[src/rtl/qmem_pkg.sv]
// Shared QMEM arbiter definitions: FSM state encoding and default bus widths.
package qmem_pkg;

  localparam int QMEM_AW = 32;
  localparam int QMEM_DW = 32;

  typedef enum logic [1:0] {
    S_ID = 2'b00,
    S_M0 = 2'b01,
    S_M1 = 2'b10
  } state_t;

endpackage

[src/rtl/qmem_arbiter_if.sv]
// One QMEM port: a requester drives the master modport, a responder the slave modport.
interface qmem_arbiter_if #(
  parameter int AW = qmem_pkg::QMEM_AW,
  parameter int DW = qmem_pkg::QMEM_DW,
  parameter int SW = DW / 8
);

  // cs is the request and stays high until the cycle in which ack or err is high;
  // that cycle completes the transfer (read data is valid alongside ack).
  logic [AW-1:0] adr;
  logic          cs;
  logic          we;
  logic [SW-1:0] sel;
  logic [DW-1:0] dat_w;
  logic [DW-1:0] dat_r;
  logic          ack;
  logic          err;

  modport master (
    output adr, cs, we, sel, dat_w,
    input  dat_r, ack, err
  );

  modport slave (
    input  adr, cs, we, sel, dat_w,
    output dat_r, ack, err
  );

endinterface

[src/rtl/qmem_arb_wdt.sv]
// Ownership watchdog: counts owned cycles and flags the cycle the count is all-ones.
module qmem_arb_wdt #(
  parameter int TO_W = 6
) (
  input  logic clk100,
  input  logic rst,
  input  logic clear,
  input  logic en,
  output logic timeout
);

  logic [TO_W-1:0] count;

  always_ff @(posedge clk100) begin
    if (rst || clear) begin
      count <= '0;
    end else if (en) begin
      count <= count + 1'b1;
    end
  end

  assign timeout = en && (&count);

endmodule

[src/rtl/qmem_arbiter.sv]
// Two-master to one-slave QMEM arbiter with ownership watchdog.
// Tie policy: fixed m0 priority by default; define QMEM_ARB_RR_EN for round-robin ties.
module qmem_arbiter
  import qmem_pkg::*;
#(
  parameter int AW   = QMEM_AW,
  parameter int DW   = QMEM_DW,
  parameter int SW   = DW / 8,
  parameter int TO_W = 6
) (
  input  logic            clk100,
  input  logic            rst,
  qmem_arbiter_if.slave   m0,
  qmem_arbiter_if.slave   m1,
  qmem_arbiter_if.master  s,
  output state_t          state
);

  state_t        next_state;
  logic          owned;
  logic          owner_cs;
  logic          wdt_to;
  logic          to_err;
  logic          tie_m1;
  logic [AW-1:0] own_adr;
  logic          own_we;
  logic [SW-1:0] own_sel;
  logic [DW-1:0] own_dat_w;

  assign owned = (state == S_M0) || (state == S_M1);

`ifdef QMEM_ARB_RR_EN
  logic last_m1;

  // Reset value favours m0 on the first tie.
  always_ff @(posedge clk100) begin
    if (rst) begin
      last_m1 <= 1'b1;
    end else if ((state == S_ID) && (next_state != S_ID)) begin
      last_m1 <= (next_state == S_M1);
    end
  end

  assign tie_m1 = ~last_m1;
`else
  assign tie_m1 = 1'b0;
`endif

  always_ff @(posedge clk100) begin
    if (rst) begin
      state <= S_ID;
    end else begin
      state <= next_state;
    end
  end

  qmem_arb_wdt #(
    .TO_W (TO_W)
  ) u_wdt (
    .clk100  (clk100),
    .rst     (rst),
    .clear   (state == S_ID),
    .en      (owned),
    .timeout (wdt_to)
  );

  always_comb begin
    next_state = state;
    owner_cs   = 1'b0;
    own_adr    = m0.adr;
    own_we     = m0.we;
    own_sel    = m0.sel;
    own_dat_w  = m0.dat_w;
    to_err     = 1'b0;

    if (state == S_M0) begin
      owner_cs = m0.cs;
    end else if (state == S_M1) begin
      owner_cs  = m1.cs;
      own_adr   = m1.adr;
      own_we    = m1.we;
      own_sel   = m1.sel;
      own_dat_w = m1.dat_w;
    end

    // A real slave response in the same cycle takes precedence over the watchdog.
    to_err = wdt_to && !s.ack && !s.err;

    case (state)
      S_ID: begin
        if (m0.cs && m1.cs) begin
          next_state = tie_m1 ? S_M1 : S_M0;
        end else if (m0.cs) begin
          next_state = S_M0;
        end else if (m1.cs) begin
          next_state = S_M1;
        end
      end
      S_M0, S_M1: begin
        if (s.ack || s.err || wdt_to || !owner_cs) begin
          next_state = S_ID;
        end
      end
      default: next_state = S_ID;
    endcase

    s.cs    = owner_cs;
    s.adr   = own_adr;
    s.we    = own_we;
    s.sel   = own_sel;
    s.dat_w = own_dat_w;

    m0.ack   = (state == S_M0) && s.ack;
    m0.err   = (state == S_M0) && (s.err || to_err);
    m1.ack   = (state == S_M1) && s.ack;
    m1.err   = (state == S_M1) && (s.err || to_err);
    m0.dat_r = s.dat_r;
    m1.dat_r = s.dat_r;
  end

endmodule
[src/flat_wrapper.sv]
// flat-port wrapper written by rule: the top's interface ports become plain ports
module qmem_arbiter_flat import qmem_pkg::*;
#(
  parameter int AW   = QMEM_AW,
  parameter int DW   = QMEM_DW,
  parameter int SW   = DW / 8,
  parameter int TO_W = 6
)
  (clk100, rst, state, m0_adr, m0_cs, m0_we, m0_sel, m0_dat_w, m0_dat_r, m0_ack, m0_err, m1_adr, m1_cs, m1_we, m1_sel, m1_dat_w, m1_dat_r, m1_ack, m1_err, s_adr, s_cs, s_we, s_sel, s_dat_w, s_dat_r, s_ack, s_err);
  qmem_arbiter_if #(.AW(AW), .DW(DW), .SW(SW)) m0_i ();
  qmem_arbiter_if #(.AW(AW), .DW(DW), .SW(SW)) m1_i ();
  qmem_arbiter_if #(.AW(AW), .DW(DW), .SW(SW)) s_i ();
  input  logic clk100;
  input  logic rst;
  output state_t state;
  input wire logic [$bits(m0_i.adr)-1:0] m0_adr;
  input wire logic [$bits(m0_i.cs)-1:0] m0_cs;
  input wire logic [$bits(m0_i.we)-1:0] m0_we;
  input wire logic [$bits(m0_i.sel)-1:0] m0_sel;
  input wire logic [$bits(m0_i.dat_w)-1:0] m0_dat_w;
  output wire logic [$bits(m0_i.dat_r)-1:0] m0_dat_r;
  output wire logic [$bits(m0_i.ack)-1:0] m0_ack;
  output wire logic [$bits(m0_i.err)-1:0] m0_err;
  input wire logic [$bits(m1_i.adr)-1:0] m1_adr;
  input wire logic [$bits(m1_i.cs)-1:0] m1_cs;
  input wire logic [$bits(m1_i.we)-1:0] m1_we;
  input wire logic [$bits(m1_i.sel)-1:0] m1_sel;
  input wire logic [$bits(m1_i.dat_w)-1:0] m1_dat_w;
  output wire logic [$bits(m1_i.dat_r)-1:0] m1_dat_r;
  output wire logic [$bits(m1_i.ack)-1:0] m1_ack;
  output wire logic [$bits(m1_i.err)-1:0] m1_err;
  output wire logic [$bits(s_i.adr)-1:0] s_adr;
  output wire logic [$bits(s_i.cs)-1:0] s_cs;
  output wire logic [$bits(s_i.we)-1:0] s_we;
  output wire logic [$bits(s_i.sel)-1:0] s_sel;
  output wire logic [$bits(s_i.dat_w)-1:0] s_dat_w;
  input wire logic [$bits(s_i.dat_r)-1:0] s_dat_r;
  input wire logic [$bits(s_i.ack)-1:0] s_ack;
  input wire logic [$bits(s_i.err)-1:0] s_err;
  assign m0_i.adr = m0_adr;
  assign m0_i.cs = m0_cs;
  assign m0_i.we = m0_we;
  assign m0_i.sel = m0_sel;
  assign m0_i.dat_w = m0_dat_w;
  assign m0_dat_r = m0_i.dat_r;
  assign m0_ack = m0_i.ack;
  assign m0_err = m0_i.err;
  assign m1_i.adr = m1_adr;
  assign m1_i.cs = m1_cs;
  assign m1_i.we = m1_we;
  assign m1_i.sel = m1_sel;
  assign m1_i.dat_w = m1_dat_w;
  assign m1_dat_r = m1_i.dat_r;
  assign m1_ack = m1_i.ack;
  assign m1_err = m1_i.err;
  assign s_adr = s_i.adr;
  assign s_cs = s_i.cs;
  assign s_we = s_i.we;
  assign s_sel = s_i.sel;
  assign s_dat_w = s_i.dat_w;
  assign s_i.dat_r = s_dat_r;
  assign s_i.ack = s_ack;
  assign s_i.err = s_err;
  qmem_arbiter #(.AW(AW), .DW(DW), .SW(SW), .TO_W(TO_W)) u_core (.clk100(clk100), .rst(rst), .m0(m0_i), .m1(m1_i), .s(s_i), .state(state));
endmodule
[config.mk]
export PLATFORM = sky130hd
export DESIGN_NAME = qmem_arbiter_flat
export DESIGN_NICKNAME = d
export VERILOG_FILES = /design/src/rtl/qmem_pkg.sv /design/src/rtl/qmem_arbiter_if.sv /design/src/rtl/qmem_arb_wdt.sv /design/src/rtl/qmem_arbiter.sv /design/src/flat_wrapper.sv
export SDC_FILE = /design/constraint.sdc
export NUM_CORES = 1
export LEC_CHECK = 0
export CORE_AREA = 3 3 120 122
export DETAILED_ROUTE_END_ITERATION = 8
export DIE_AREA = 0 0 123 125
export PLACE_DENSITY = 0.67
export SLEW_MARGIN = 15
export SYNTH_ARGS = -nofsm -noshare
export SYNTH_HDL_FRONTEND = slang
export SYNTH_SLANG_ARGS = --single-unit
[constraint.sdc]
create_clock -name clk100 -period 1.7 [get_ports clk100]
set_input_delay 0.17 -clock clk100 [delete_from_list [all_inputs] [get_ports clk100]]
set_output_delay 0.17 -clock clk100 [all_outputs]
set_load 0.05 [all_outputs]
==> reports/metrics.sh <==
STATUS='finished with violations'
FAILED_CHECKS='setup timing'
STD_CELL_ROWS=42
SYNTH.DISTINCT_CELLS=27
PWR_DENSITY_CELL_nW_PER_UM2=514
MAXIMUM_NUMBER_OF_PINS_ON_ONE_NET_BEFORE_GLOBAL_ROUTE_REPAIR=20
LAYOUT.CELL_AREA.NON_FILLER_UM2=4740
TRITONCTS='yes'
POSTSYNTH.ASYNCRESETSHARE_PCT=0
WORSTHOLDPATHTYPE='in -> out'
DRIVE_GT1_SHARE_PCT=52.1
POST-ROUTE-PERIOD-UTIL_PCT=118
IO_BUFFERS=219
FINALMAXSLEWVIOLATIONS=0
SYN-CELL-AREA_UM2=1790
DIE_HEIGHT_UM=125
SYNTHCELLS=198
CORE_AREA_UM2=13300
ACHIEVABLE-FREQUENCY_MHz=498
WIRE_PER_INST_UM=22.8
CTS_HOLD_REPAIR.BUFFERS=0
DRT_ITER0_MARKERS=89
SETUP_VIOL=74
SYNTH_ENABLE_FLOP_CELLS=0
DR_TOTAL_VIAS=2207
SYNTH-MAIN-FF-CELL='dfxtp_1'
FIN_HOLD_WS_PS=340
FINAL_NET_COUNT=561
REGISTER_AREA_UM2=168
GLOBALROUTETOTALUTIL_PCT=14.9
GP_CONGESTION=0.859
TIGHTEST_SLEW_PS=278
SKEW_PS=3.14
HOLD_VIOL=0
CRITICAL_PATH.ENDPOINT_TYPE='output port'
SYNTH_MOST_COMMON_CELL='mux2_2'
INITIAL_UTILIZATION_PCT=13.5
DESIGN.PORTCOUNT=316
NETLIST.TOP_CELL.BY_AREA='mux2_2'
VIA_COUNT_OF_THE_FIRST_GLOBAL_ROUTING_PASS=2368
CTS.SINKS=8
FILL_CELLS=1316
CLOCK_SLEW_AT_REPORTED_PATH_FFS_PS=40
TIMING.MAX_SLEW.REL_SLACK_PCT=81.4
CTS_MADE_BUFFERS=3
GRT_PASS1_WL_UM=16800
DRT-PASS1-ITER-COUNT=4
GRT_SETUP_UNREPAIRED='true'
MAXCAPVIOLATIONS=0
CP_MAX_FO=9
LEAKAGEPOWER_nW=1.97
HPWLAFTERDP_UM=10500
CLK_PATH_BUF_DEPTH=2
DIE_AREA_UM2=15400
ANTENNA-DIODE-COUNT=0
YS_TOP_CELLS_BY_COUNT='69 x mux2_2, 64 x buf_4, 8 x buf_2, 8 x dfxtp_1, 8 x nand2_1'
SYN_AVG_CELL_AREA_UM2=9.05
DRT.ANTENNA.VIOLATING_NETS=0
DIE_X_UM=123
WORST_EP_ARRIVAL_TIME_PS=1840
GRT_OVERFLOW_TOTAL=0
TOTAL_POWER_OF_THE_FINAL_LAYOUT_mW=2.44
TYPE_OF_ELEMENT_LAUNCHING_THE_CRITICAL_PATH='flop'
REMAINING_DRC_ERRORS=0
YOSYSSEQAREASHARE_PCT=8.94
POST-ROUTE-MIN-PERIOD_PS=2010
MAPPEDNETLISTNETS=378
DETAIL_ROUTE.VIAS_PER_CELL=3.97
MULTIINPUTGATEAREA_UM2=1390
YS_SEQ_ELEMENTS=8
IR_DROP_V=0.000303
FIN_WS_PS=-310
ANTENNA_VIOLATIONS_BEFORE_REPAIR=0
WORST_SKEW_PAIR.LATE_LATENCY_PS=230
POST_DP_CELL_AREA_UM2=4060
CTSROOTBUFFERMASTER='clkbuf_16'
AREA.GROWTH.SYNTH_TO_FINAL_PCT=164
SYNTHESIS.YOSYS.WARNINGS=0
SYNTH_TOP_CELLS_BY_AREA='mux2_2 43%, buf_4 27%, dfxtp_1 8.9%, ha_1 2.8%, buf_2 2.2%'
WL_UM=12700
TOTALNEGATIVESETUPSLACK_PS=-18950
PLACEMENT.SETUP.WORST_SLACK_PS=-85.7
SHARE_OF_YOSYS_CELL_AREA_CLAIMED_BY_THE_TOP_AREA_CELL_TYPE_PCT=43.4
CRIT_REQUIRED_PS=1530
PATH_CLASS='reg -> out'
CLOCK_TREE.HTREE_LEVEL_COUNT=1
layer usage:
layer | part of all wire [%] | wire length, µm | global-route usage, %
met4 | 1.0 | 128 | 1.82
met1 | 37 | 4710 | 17.8
met3 | 18 | 2330 | 10.7
met2 | 43 | 5510 | 22.4
met5 | 0 | 0 | 0
cells in the final DEF, fill, tap and decap left out, drive strengths merged:
cell type      instances
or3                    1
nor2b                  2
inv                    2
nor2                   7
dfxtp                  8
xor2                   3
nor3b                  1
clkdlybuf4s50        143
clkbuf                 6
and3                   2
o211ai                 1
o21ai                  1
nand4                  1
or2                    1
nand3b                 3
ha                     4
and2                   4
a221o                  1
a21oi                  1
or3b                   1
o21bai                 1
a221oi                 1
nand2                  8
mux2i                  1
xnor2                  1
mux2                  69
buf                  106
report_power, final:
part           switching (mW)  internal, mW  total [mW]  leakage, nW
logic                   0.880         0.950        1.83         1.86
clock network          0.0912         0.312       0.404       0.0382
registers             0.00847         0.194       0.202       0.0662
worst max-delay path: stages, from the launching register on:
cell and delay (ps):
dfxtp_4 350, inv_4 70, ha_4 130, nor2b_4 190, buf_12 180, clkbuf_16 180
mux2_2 340, buf_6 150
path summary, 6_finish.rpt:
path | startpoint | to | slack (ps) | depth (start not counted)
setup reg to reg | u_core.state[0] | u_core.state[1] | -220 | 8
hold / removal | s_dat_r[24] | m1_dat_r[24] | 340 | 0
setup / recovery | u_core.state[0] | s_adr[31] | -310 | 7
hold reg to reg | u_core.u_wdt.count[5] | u_core.u_wdt.count[5] | 490 | 2
area by class of cell:
cell class,count,share of cell area (%)
Clock buffer,4,1.66
Sequential cell,8,3.54
Tap cell,176,4.65
Multi-Input combinational cell,115,29.2
Timing Repair Buffer,251,60.7
Inverter,2,0.264
flip-flops by register name (all words and copies together), names as in the netlist:
register,count
u_core.state,2
u_core.u_wdt.count,6
cell families after synthesis:
group | synth area share, %
fa+ha+maj | 2.79
compound gates | 3.42
buf+inv | 29.7
flops | 8.94
mux | 43.9
xor+xnor | 1.96
simple gates | 9.29
through the flow:
| stage | std cells | utilization (%) |
|---|---|---|
| after floorplan | 198 | - |
| after global placement | 538 | 30.5 |
| after detailed placement | 538 | 30.5 |
| after CTS | 548 | 33.6 |
| after global routing | 556 | 35.6 |
| final | 556 | 35.6 |
timing repair:
item,4_1_cts,5_1_grt
setup buffers,5,7
gates cloned,1,2
endpoints found under the setup margin,74,75
gates resized for setup,67,43
pin swaps,3,5
Power figures use the tool's default switching activity.
